**config.mk**
```make
export PLATFORM = sky130hd
export DESIGN_NAME = cache_axi_refill_flat
export DESIGN_NICKNAME = d
export VERILOG_FILES = /design/src/rtl/cache_axi_refill_pkg.sv /design/src/rtl/cache_axi_refill_if.sv /design/src/rtl/cache_axi_refill.sv /design/src/flat_wrapper.sv
export SDC_FILE = /design/constraint.sdc
export NUM_CORES = 1
export LEC_CHECK = 0
export ABC_CLOCK_PERIOD_IN_PS = 2600
export BUFFER_PORTS_ARGS = -buffer_cell sky130_fd_sc_hd__buf_2
export CAP_MARGIN = 20
export CORE_AREA = 2 2 182 184
export CTS_BUF_LIST = sky130_fd_sc_hd__clkbuf_4 sky130_fd_sc_hd__clkbuf_8
export DETAILED_ROUTE_END_ITERATION = 10
export DIE_AREA = 0 0 184 186
export PLACE_DENSITY_LB_ADDON = 0.25
export SLEW_MARGIN = 30
export SYNTH_ARGS = -nofsm -noshare
export SYNTH_HDL_FRONTEND = slang
export SYNTH_SLANG_ARGS = --single-unit
```
**constraint.sdc**
```tcl
create_clock -name clk -period 2.6 [get_ports clk]
set_clock_uncertainty 0.2 [all_clocks]
set_input_delay 0 -clock clk [delete_from_list [all_inputs] [get_ports clk]]
set_output_delay 0 -clock clk [all_outputs]
set_load 0.01 [all_outputs]
```
**src/rtl/cache_axi_refill_pkg.sv**
```systemverilog
// Shared types and AXI constants for the cache miss handler.
package cache_axi_refill_pkg;

    typedef enum logic [2:0] {IDLE, AW, W, B, AR, R, RESP} state_t;

    // Burst attributes the parent wrapper ties onto the AXI channels.
    localparam logic [1:0] AXI_BURST_INCR = 2'b01;
    localparam logic [2:0] AXI_SIZE_WORD  = 3'b010;
    localparam logic [1:0] AXI_RESP_OKAY  = 2'b00;

    // Byte-offset bits within one line of line_words 32-bit words.
    function automatic int line_off_w(input int line_words);
        return $clog2(4 * line_words);
    endfunction

endpackage

```
**src/rtl/cache_axi_refill_if.sv**
```systemverilog
// Cache request/response plus AXI4 read and write channels of the miss handler.
// master = the refill block, slave = cache + memory side.
interface cache_axi_refill_if #(
    parameter int LINE_WORDS = 4,
    parameter int ADDR_W     = 32
);
    logic                    req_valid;
    logic                    req_ready;
    logic [ADDR_W-1:0]       req_addr;
    logic                    req_wb;
    logic [ADDR_W-1:0]       req_wb_addr;
    logic [32*LINE_WORDS-1:0] req_wb_line;
    logic                    resp_valid;
    logic [32*LINE_WORDS-1:0] resp_line;
    logic                    resp_err;

    logic [ADDR_W-1:0]       araddr;
    logic                    arvalid;
    logic                    arready;
    logic [31:0]             rdata;
    logic [1:0]              rresp;
    logic                    rlast;
    logic                    rvalid;
    logic                    rready;

    logic [ADDR_W-1:0]       awaddr;
    logic                    awvalid;
    logic                    awready;
    logic [31:0]             wdata;
    logic                    wlast;
    logic                    wvalid;
    logic                    wready;
    logic [1:0]              bresp;
    logic                    bvalid;
    logic                    bready;

    modport master (
        input  req_valid, req_addr, req_wb, req_wb_addr, req_wb_line,
        output req_ready, resp_valid, resp_line, resp_err,
        output araddr, arvalid, rready, awaddr, awvalid, wdata, wlast, wvalid, bready,
        input  arready, rdata, rresp, rlast, rvalid, awready, wready, bresp, bvalid
    );

    modport slave (
        output req_valid, req_addr, req_wb, req_wb_addr, req_wb_line,
        input  req_ready, resp_valid, resp_line, resp_err,
        input  araddr, arvalid, rready, awaddr, awvalid, wdata, wlast, wvalid, bready,
        output arready, rdata, rresp, rlast, rvalid, awready, wready, bresp, bvalid
    );

endinterface

```
**src/rtl/cache_axi_refill.sv**
```systemverilog
// Blocking cache miss handler: optional dirty-victim write-back burst, then line refill burst.
// Latency: resp_valid LINE_WORDS+2 cycles after accept (read only), more with write-back.
// Backpressure: one transaction in flight, req_ready low while busy; AXI VALIDs held until READY.
module cache_axi_refill
    import cache_axi_refill_pkg::*;
#(
    parameter int LINE_WORDS = 4,
    parameter int ADDR_W     = 32
) (
    input logic                clk,
    input logic                rstn,
    cache_axi_refill_if.master bus
);

    localparam int OFF_W = line_off_w(LINE_WORDS);
    localparam int CNT_W = $clog2(LINE_WORDS);
    localparam logic [CNT_W-1:0] LAST_BEAT = CNT_W'(LINE_WORDS - 1);

    state_t                   state, state_nx;
    logic [CNT_W-1:0]         cnt;
    logic                     r_full;
    logic [ADDR_W-1:0]        rd_addr, wb_addr;
    logic [32*LINE_WORDS-1:0] wb_line, line_q;
    logic                     err_q;

    logic req_rdy, aw_vld, w_vld, w_last, b_rdy, ar_vld, r_rdy, resp_vld;
    logic accept, w_hs, r_hs, b_hs;

    assign accept = req_rdy & bus.req_valid;
    assign w_hs   = w_vld & bus.wready;
    assign r_hs   = r_rdy & bus.rvalid;
    assign b_hs   = b_rdy & bus.bvalid;

    always_ff @(posedge clk or negedge rstn) begin
        if (!rstn) state <= IDLE;
        else       state <= state_nx;
    end

    // All channel VALID/READY outputs are pure state decodes, never a function of the peer's READY.
    always_comb begin
        state_nx = state;
        req_rdy  = 1'b0;
        aw_vld   = 1'b0;
        w_vld    = 1'b0;
        w_last   = 1'b0;
        b_rdy    = 1'b0;
        ar_vld   = 1'b0;
        r_rdy    = 1'b0;
        resp_vld = 1'b0;
        unique case (state)
            IDLE: begin
                req_rdy = 1'b1;
                if (bus.req_valid) state_nx = bus.req_wb ? AW : AR;
            end
            AW: begin
                aw_vld = 1'b1;
                if (bus.awready) state_nx = W;
            end
            W: begin
                w_vld  = 1'b1;
                w_last = (cnt == LAST_BEAT);
                if (bus.wready && w_last) state_nx = B;
            end
            B: begin
                b_rdy = 1'b1;
                if (bus.bvalid) state_nx = AR;
            end
            AR: begin
                ar_vld = 1'b1;
                if (bus.arready) state_nx = R;
            end
            R: begin
                r_rdy = 1'b1;
                if (bus.rvalid && bus.rlast) state_nx = RESP;
            end
            RESP: begin
                resp_vld = 1'b1;
                state_nx = IDLE;
            end
            default: state_nx = IDLE;
        endcase
    end

    // One counter serves both bursts: it wraps to 0 after a full write-back, ready for the refill.
    always_ff @(posedge clk or negedge rstn) begin
        if (!rstn) begin
            cnt     <= '0;
            r_full  <= 1'b0;
            rd_addr <= '0;
            wb_addr <= '0;
            wb_line <= '0;
            line_q  <= '0;
            err_q   <= 1'b0;
        end else if (accept) begin
            cnt     <= '0;
            r_full  <= 1'b0;
            rd_addr <= {bus.req_addr[ADDR_W-1:OFF_W], {OFF_W{1'b0}}};
            wb_addr <= {bus.req_wb_addr[ADDR_W-1:OFF_W], {OFF_W{1'b0}}};
            wb_line <= bus.req_wb_line;
            err_q   <= 1'b0;
        end else begin
            if (w_hs) cnt <= cnt + 1'b1;
            if (b_hs) err_q <= err_q | bus.bresp[1];
            if (r_hs) begin
                err_q <= err_q | bus.rresp[1];
                // Beats past a full line are drained but not stored.
                if (!r_full) begin
                    line_q[{cnt, 5'd0} +: 32] <= bus.rdata;
                    cnt <= cnt + 1'b1;
                    if (cnt == LAST_BEAT) r_full <= 1'b1;
                end
            end
        end
    end

    assign bus.req_ready  = req_rdy;
    assign bus.resp_valid = resp_vld;
    assign bus.resp_line  = line_q;
    assign bus.resp_err   = err_q;
    assign bus.araddr     = rd_addr;
    assign bus.arvalid    = ar_vld;
    assign bus.rready     = r_rdy;
    assign bus.awaddr     = wb_addr;
    assign bus.awvalid    = aw_vld;
    assign bus.wdata      = wb_line[{cnt, 5'd0} +: 32];
    assign bus.wlast      = w_last;
    assign bus.wvalid     = w_vld;
    assign bus.bready     = b_rdy;

    logic unused_ok;
    assign unused_ok = ^{bus.req_addr[OFF_W-1:0], bus.req_wb_addr[OFF_W-1:0],
                         bus.rresp[0], bus.bresp[0]};

endmodule
```
**src/flat_wrapper.sv**
```systemverilog
// flat-port wrapper written by rule: the top's interface ports become plain ports
module cache_axi_refill_flat import cache_axi_refill_pkg::*;
#(
    parameter int LINE_WORDS = 4,
    parameter int ADDR_W     = 32
)
  (clk, rstn, bus_req_valid, bus_req_addr, bus_req_wb, bus_req_wb_addr, bus_req_wb_line, bus_req_ready, bus_resp_valid, bus_resp_line, bus_resp_err, bus_araddr, bus_arvalid, bus_rready, bus_awaddr, bus_awvalid, bus_wdata, bus_wlast, bus_wvalid, bus_bready, bus_arready, bus_rdata, bus_rresp, bus_rlast, bus_rvalid, bus_awready, bus_wready, bus_bresp, bus_bvalid);
  cache_axi_refill_if #(.LINE_WORDS(LINE_WORDS), .ADDR_W(ADDR_W)) bus_i ();
  input logic clk;
  input logic rstn;
  input wire logic [$bits(bus_i.req_valid)-1:0] bus_req_valid;
  input wire logic [$bits(bus_i.req_addr)-1:0] bus_req_addr;
  input wire logic [$bits(bus_i.req_wb)-1:0] bus_req_wb;
  input wire logic [$bits(bus_i.req_wb_addr)-1:0] bus_req_wb_addr;
  input wire logic [$bits(bus_i.req_wb_line)-1:0] bus_req_wb_line;
  output wire logic [$bits(bus_i.req_ready)-1:0] bus_req_ready;
  output wire logic [$bits(bus_i.resp_valid)-1:0] bus_resp_valid;
  output wire logic [$bits(bus_i.resp_line)-1:0] bus_resp_line;
  output wire logic [$bits(bus_i.resp_err)-1:0] bus_resp_err;
  output wire logic [$bits(bus_i.araddr)-1:0] bus_araddr;
  output wire logic [$bits(bus_i.arvalid)-1:0] bus_arvalid;
  output wire logic [$bits(bus_i.rready)-1:0] bus_rready;
  output wire logic [$bits(bus_i.awaddr)-1:0] bus_awaddr;
  output wire logic [$bits(bus_i.awvalid)-1:0] bus_awvalid;
  output wire logic [$bits(bus_i.wdata)-1:0] bus_wdata;
  output wire logic [$bits(bus_i.wlast)-1:0] bus_wlast;
  output wire logic [$bits(bus_i.wvalid)-1:0] bus_wvalid;
  output wire logic [$bits(bus_i.bready)-1:0] bus_bready;
  input wire logic [$bits(bus_i.arready)-1:0] bus_arready;
  input wire logic [$bits(bus_i.rdata)-1:0] bus_rdata;
  input wire logic [$bits(bus_i.rresp)-1:0] bus_rresp;
  input wire logic [$bits(bus_i.rlast)-1:0] bus_rlast;
  input wire logic [$bits(bus_i.rvalid)-1:0] bus_rvalid;
  input wire logic [$bits(bus_i.awready)-1:0] bus_awready;
  input wire logic [$bits(bus_i.wready)-1:0] bus_wready;
  input wire logic [$bits(bus_i.bresp)-1:0] bus_bresp;
  input wire logic [$bits(bus_i.bvalid)-1:0] bus_bvalid;
  assign bus_i.req_valid = bus_req_valid;
  assign bus_i.req_addr = bus_req_addr;
  assign bus_i.req_wb = bus_req_wb;
  assign bus_i.req_wb_addr = bus_req_wb_addr;
  assign bus_i.req_wb_line = bus_req_wb_line;
  assign bus_req_ready = bus_i.req_ready;
  assign bus_resp_valid = bus_i.resp_valid;
  assign bus_resp_line = bus_i.resp_line;
  assign bus_resp_err = bus_i.resp_err;
  assign bus_araddr = bus_i.araddr;
  assign bus_arvalid = bus_i.arvalid;
  assign bus_rready = bus_i.rready;
  assign bus_awaddr = bus_i.awaddr;
  assign bus_awvalid = bus_i.awvalid;
  assign bus_wdata = bus_i.wdata;
  assign bus_wlast = bus_i.wlast;
  assign bus_wvalid = bus_i.wvalid;
  assign bus_bready = bus_i.bready;
  assign bus_i.arready = bus_arready;
  assign bus_i.rdata = bus_rdata;
  assign bus_i.rresp = bus_rresp;
  assign bus_i.rlast = bus_rlast;
  assign bus_i.rvalid = bus_rvalid;
  assign bus_i.awready = bus_awready;
  assign bus_i.wready = bus_wready;
  assign bus_i.bresp = bus_bresp;
  assign bus_i.bvalid = bus_bvalid;
  cache_axi_refill #(.LINE_WORDS(LINE_WORDS), .ADDR_W(ADDR_W)) u_core (.clk(clk), .rstn(rstn), .bus(bus_i));
endmodule
```
==> out/summary.txt, run 1 <==
Status: aborted with a tool error
Last stage: clock tree synthesis
Stop Error: [ERROR RSZ-0060] Max buffer count reached.
Dominant cell type by area after synthesis: dfrtp_1
Synth area leaders: dfrtp_1 (60%), mux2_1 (8.5%), mux2_2 (7.2%)
Post-CTS sizing: 0
Synth cell types: 31
Inserted Clock Buffers: 54
Clk sinks: 319
Gate Count Post-Synth: 1062
Die Height: 186 um
Setup bufs post-CTS: 0
RePlAce Congestion: 0.7711
Syn avg cell area: 12.55 um^2
Clk buf depth: 3
Initial Util: 41.38%
Die X: 184 um
YS warnings: 0
H-Tree Depth: 2
# rows: 66
Synth Register Bits: 319
Sequential area share after synthesis: 59.91%
Root Buffer: clkbuf_8
# IOs: 471
Synth top area share: 59.91%
Cell Area, Synth: 13330 um^2
# port buffers: 452
Placed Area: 16110 um^2
DPL Wire Length: 25.65 mm
Hold_buf cts: 394
## per-stage QoR
stage | setup slack, ns | hold slack, ns | std cells
3_5_place_dp | 0.4641 | -0.2227 | 1878
3_3_place_gp | 0.4740 | -0.2292 | 1878
2_1_floorplan | 0.09029 | -0.4956 | 1069
## Yosys cell counts
master	instances
mux2i_1	3
nor2b_1	1
nor3_4	1
and2_1	2
mux2_1	100
a21oi_1	5
buf_1	1
nor2_1	11
and4b_1	1
inv_1	101
o21ai_0	97
nand2_1	67
ha_1	5
clkbuf_1	22
mux2_2	85
a211oi_1	1
nand3_1	130
a22o_1	1
conb_1	1
nor3b_1	4
dfrtp_1	319
o21a_1	1
and3_1	3
buf_4	21
buf_2	36
mux4_2	32
nor3_1	5
nand2b_1	3
a32oi_1	1
xnor2_1	1
or3_1	1
## cell families after synthesis
kind of cell	count (synthesis)	share of synthesized area, %
buf+inv	181	6.028
fa+ha+maj	5	0.4695
other cells	1	0.02814
mux	220	21.27
simple gates	229	8.160
compound gates	106	4.075
flops	319	59.91
xor+xnor	1	0.06574
==> run 2, diff against run 1 <==
--- a/config.mk
+++ b/config.mk
@@ -5,14 +5,12 @@
 export SDC_FILE = /design/constraint.sdc
 export NUM_CORES = 1
 export LEC_CHECK = 0
-export ABC_CLOCK_PERIOD_IN_PS = 2600
+export ABC_CLOCK_PERIOD_IN_PS = 3380
 export BUFFER_PORTS_ARGS = -buffer_cell sky130_fd_sc_hd__buf_2
 export CAP_MARGIN = 20
-export CORE_AREA = 2 2 182 184
-export CTS_BUF_LIST = sky130_fd_sc_hd__clkbuf_4 sky130_fd_sc_hd__clkbuf_8
+export CORE_UTILIZATION = 40
 export DETAILED_ROUTE_END_ITERATION = 10
-export DIE_AREA = 0 0 184 186
-export PLACE_DENSITY_LB_ADDON = 0.25
+export PLACE_DENSITY_LB_ADDON = 0.15
 export SLEW_MARGIN = 30
 export SYNTH_ARGS = -nofsm -noshare
 export SYNTH_HDL_FRONTEND = slang
==> constraint.sdc (replaced) <==
create_clock -name clk -period 3.38 [get_ports clk]
set_clock_uncertainty 0.2 [all_clocks]
set_input_delay 0 -clock clk [delete_from_list [all_inputs] [get_ports clk]]
set_output_delay 0 -clock clk [all_outputs]
set_load 0.01 [all_outputs]
==> run 2 against run 1 <==
Net effect: the flow now finishes without violations; area after synthesis did not move; synthesized cell count did not move.
==> out/summary.txt, run 2 <==
Status: completed
Die Height: 184.5 um (-0.80%)
H-Tree Depth: 2 (unchanged)
# IOs: 471 (unchanged)
Clk pin slew, worst setup/hold paths: 0.06 ns
Setup violators final: 0
Crit path capture type: flip-flop
DPL Wire Length: 25.03 mm (-2.4%)
Fillers: 2687
Reg2Reg Depth: 7
Die Area: 34050 um^2
Reg area: 7985 um^2
Fin nets: 1994
Post-synth EDFFs: 0 (unchanged)
Async SR Flop Fraction: 100.0% (unchanged)
Hold_buf cts: 251 (-36%)
Reg2reg end: u_core.state[0]
# port buffers: 452 (unchanged)
Largest family of logic cells by synthesized area: multiplexers
YS warnings: 0 (unchanged)
Top fanout value on the critical path: 35
Final Hold Vio Count: 0
Most frequent cell after synthesis: dfrtp_1
Share of layout cells above drive strength 1: 36.91%
Largest net degree at the start of global routing: 98
RSZ-0062 raised after global routing: false
Synth Register Bits: 319 (unchanged)
Simple-gate share of the synthesized area: 8.160% (unchanged)
Switching Fraction: 33.56%
Part of the power in the clock network: 24.8%
Period minus WS final: 2.876 ns
# rows: 66 (unchanged)
Iter 0 DRT Violations: 498
R2R Path Start: u_core.cnt[1]
Initial Util: 40.85% (-0.52 points)
Global-route wire length before repair: 62.35 mm
Synth Area in XOR/XNOR: 0.06573% (unchanged)
Gate Count Post-Synth: 1062 (unchanged)
Root Buffer: clkbuf_16
CP required: 3.59 ns
Cell Int Power: 11050 uW
Setup WS pre-CTS: 0.9655 ns (+0.5014 ns)
Synth cell types: 31 (unchanged)
Hold_sp: bus_req_wb_line[35]
DR vias/cell: 4.816
Net Sw Power: 5584 uW
Synth top area share: 59.91% (unchanged)
Die X: 184.5 um (+0.28%)
Critical path launch point type: flip-flop
Fin util: 60.79%
Worst-margin pin slew: 0.7282 ns
Commonest cells after routing, fill and taps aside: buf_2 (451), dfrtp_1 (317), dlygate4sd3_1 (250), nand3_1 (130), inv_1 (101)
Clk_lat worst skew: 0.53 ns
Hold Path Depth: 3
Sequential area share after synthesis: 59.91% (unchanged)
Critical path type: flip-flop to flip-flop
Area of the multi-input gates: 4594 um^2
Crit path setup slack, layout: 0.5039 ns
CORE AREA: 32620 um^2
Main synth FF type: dfrtp_1
Relative slew slack: 51.45%
Vias: 10730
Final WL: 39.84 mm
Grt ovf: 0
Sequential power share: 38.3%
Post-route ant nets: 0
Inserted Clock Buffers: 38 (-30%)
Clk sinks: 319 (unchanged)
R2R setup slack: 0.50 ns
Mux cell area share after synthesis: 21.27% (unchanged)
Pwr dens: 839.2 nW/um^2
TNS Setup: 0 ns
WL/cell: 17.88 um
CP Data Arrival Time: 3.09 ns
Combinational Power Share: 36.9%
Clk buf depth: 3 (unchanged)
CTS tree: done
Leak Pwr: 0.009499 uW
GRT Overall Usage: 23.65%
Dominant cell type by area after synthesis: dfrtp_1
Initial antenna violation count: 6
RePlAce Congestion: 0.7565 (-1.9%)
Final Slew Violations: 0
CP startpoint: u_core.cnt[1]
Post-synth top cells: dfrtp_1 (319), nand3_1 (130), inv_1 (101), mux2_1 (100), o21ai_0 (97)
Vias in the first global route: 11360
Synth area leaders: dfrtp_1 (60%), mux2_1 (8.5%), mux2_2 (7.2%)
Area fraction in compound gates after synthesis: 4.075% (unchanged)
Maxcap violations: 0
Syn avg cell area: 12.55 um^2 (unchanged)
Setup bufs post-CTS: 0 (unchanged)
Residual DRC count: 0
Max frequency: 347.7 MHz
Most common cell after layout, fill and taps aside: buf_2
Post-CTS sizing: 0 (unchanged)
P&R area growth vs syn: 48.80%
Final period util: 85.09%
Tightest Hold Check Type: input port to flip-flop
Max IR drop VDD: 0.5452 mV
Hold path endpoint: u_core.wb_line[35]
Initial DRT Pass Iterations: 4
Adder-cell share of the synthesized area: 0.4695% (unchanged)
Cell Area, Synth: 13330 um^2 (unchanged)
run 2: cell counts after synthesis:
Identical to the previous run, type by type.
run 2: worst max path at each step:
stage	cells past startpoint	to	slack [ns]
2_1_floorplan	8	u_core.bus.resp_line[10]	0.87
3_3_place_gp	5	u_core.bus.resp_line[30]	1.01
3_5_place_dp	5	u_core.bus.resp_line[30]	0.97
4_1_cts	7	u_core.state[0]	0.48
5_1_grt	7	u_core.state[0]	0.27
6_report	7	u_core.state[0]	0.50
run 2: layout make-up:
cell class	count	share of cell area (%)
Antenna cell	6	0.07572
Clock buffer	60	5.888
Clock inverter	9	0.5111
Inverter	101	1.912
Multi-Input combinational cell	569	23.17
Sequential cell	319	40.27
Tap cell	442	2.789
Timing Repair Buffer	722	25.38
run 2: power groups by stage:
stage	Sequential (uW)	Clock [uW]	Combinational, uW
2_1_floorplan	6590	0	3250
3_3_place_gp	6330	0	5790
3_5_place_dp	6400	0	5860
4_1_cts	6340	4200	6180
5_1_grt	6580	4350	6690
6_report	6380	4120	6140
run 2: logic make-up (layout without fill, tap and decap cells):
group                      Yosys count  after routing
buffers and inverters              181            892
and+or+nand+nor                    229            229
DFF                                319            319
AOI/OAI and AO/OA                  106            106
xor gates and xnor gates             1              1
adders and majority gates            5              5
other                                1             14
muxes                              220            220
run 2: critical path, cell delays in order, from the launching register on:
cell           delay (ns)
dfrtp_2              0.35
buf_4                0.48
ha_1                 0.31
nand3_1              0.11
a32oi_1              0.30
o21ai_0              0.12
dlygate4sd3_1        0.61
mux2_2               0.28
run 2: metrics by stage:
stage / cells / power (uW) / instance area [um^2] / hold WS, ns
global route: 2226 / 17620 / 19820 / 0.02623
CTS: 2222 / 16720 / 19810 / 0.0009929
global placement: 1902 / 12110 / 16010 / -0.05938
floorplan: 1069 / 9834 / 13350 / -0.4956
finish: 2228 / 16640 / 19830 / 0.02345
detailed placement: 1902 / 12260 / 16010 / -0.06051
run 2: routing by layer:
metal	GRT usage [%]	vias to the layer above	share of wire, %
met3	6.777	81	7.7
met4	8.700	0	2.8
met5	0	-	0
met2	40.36	368	50
met1	28.27	5280	40
li1	-	5002	-
Note: power is estimated with default switching activity, not from simulation.
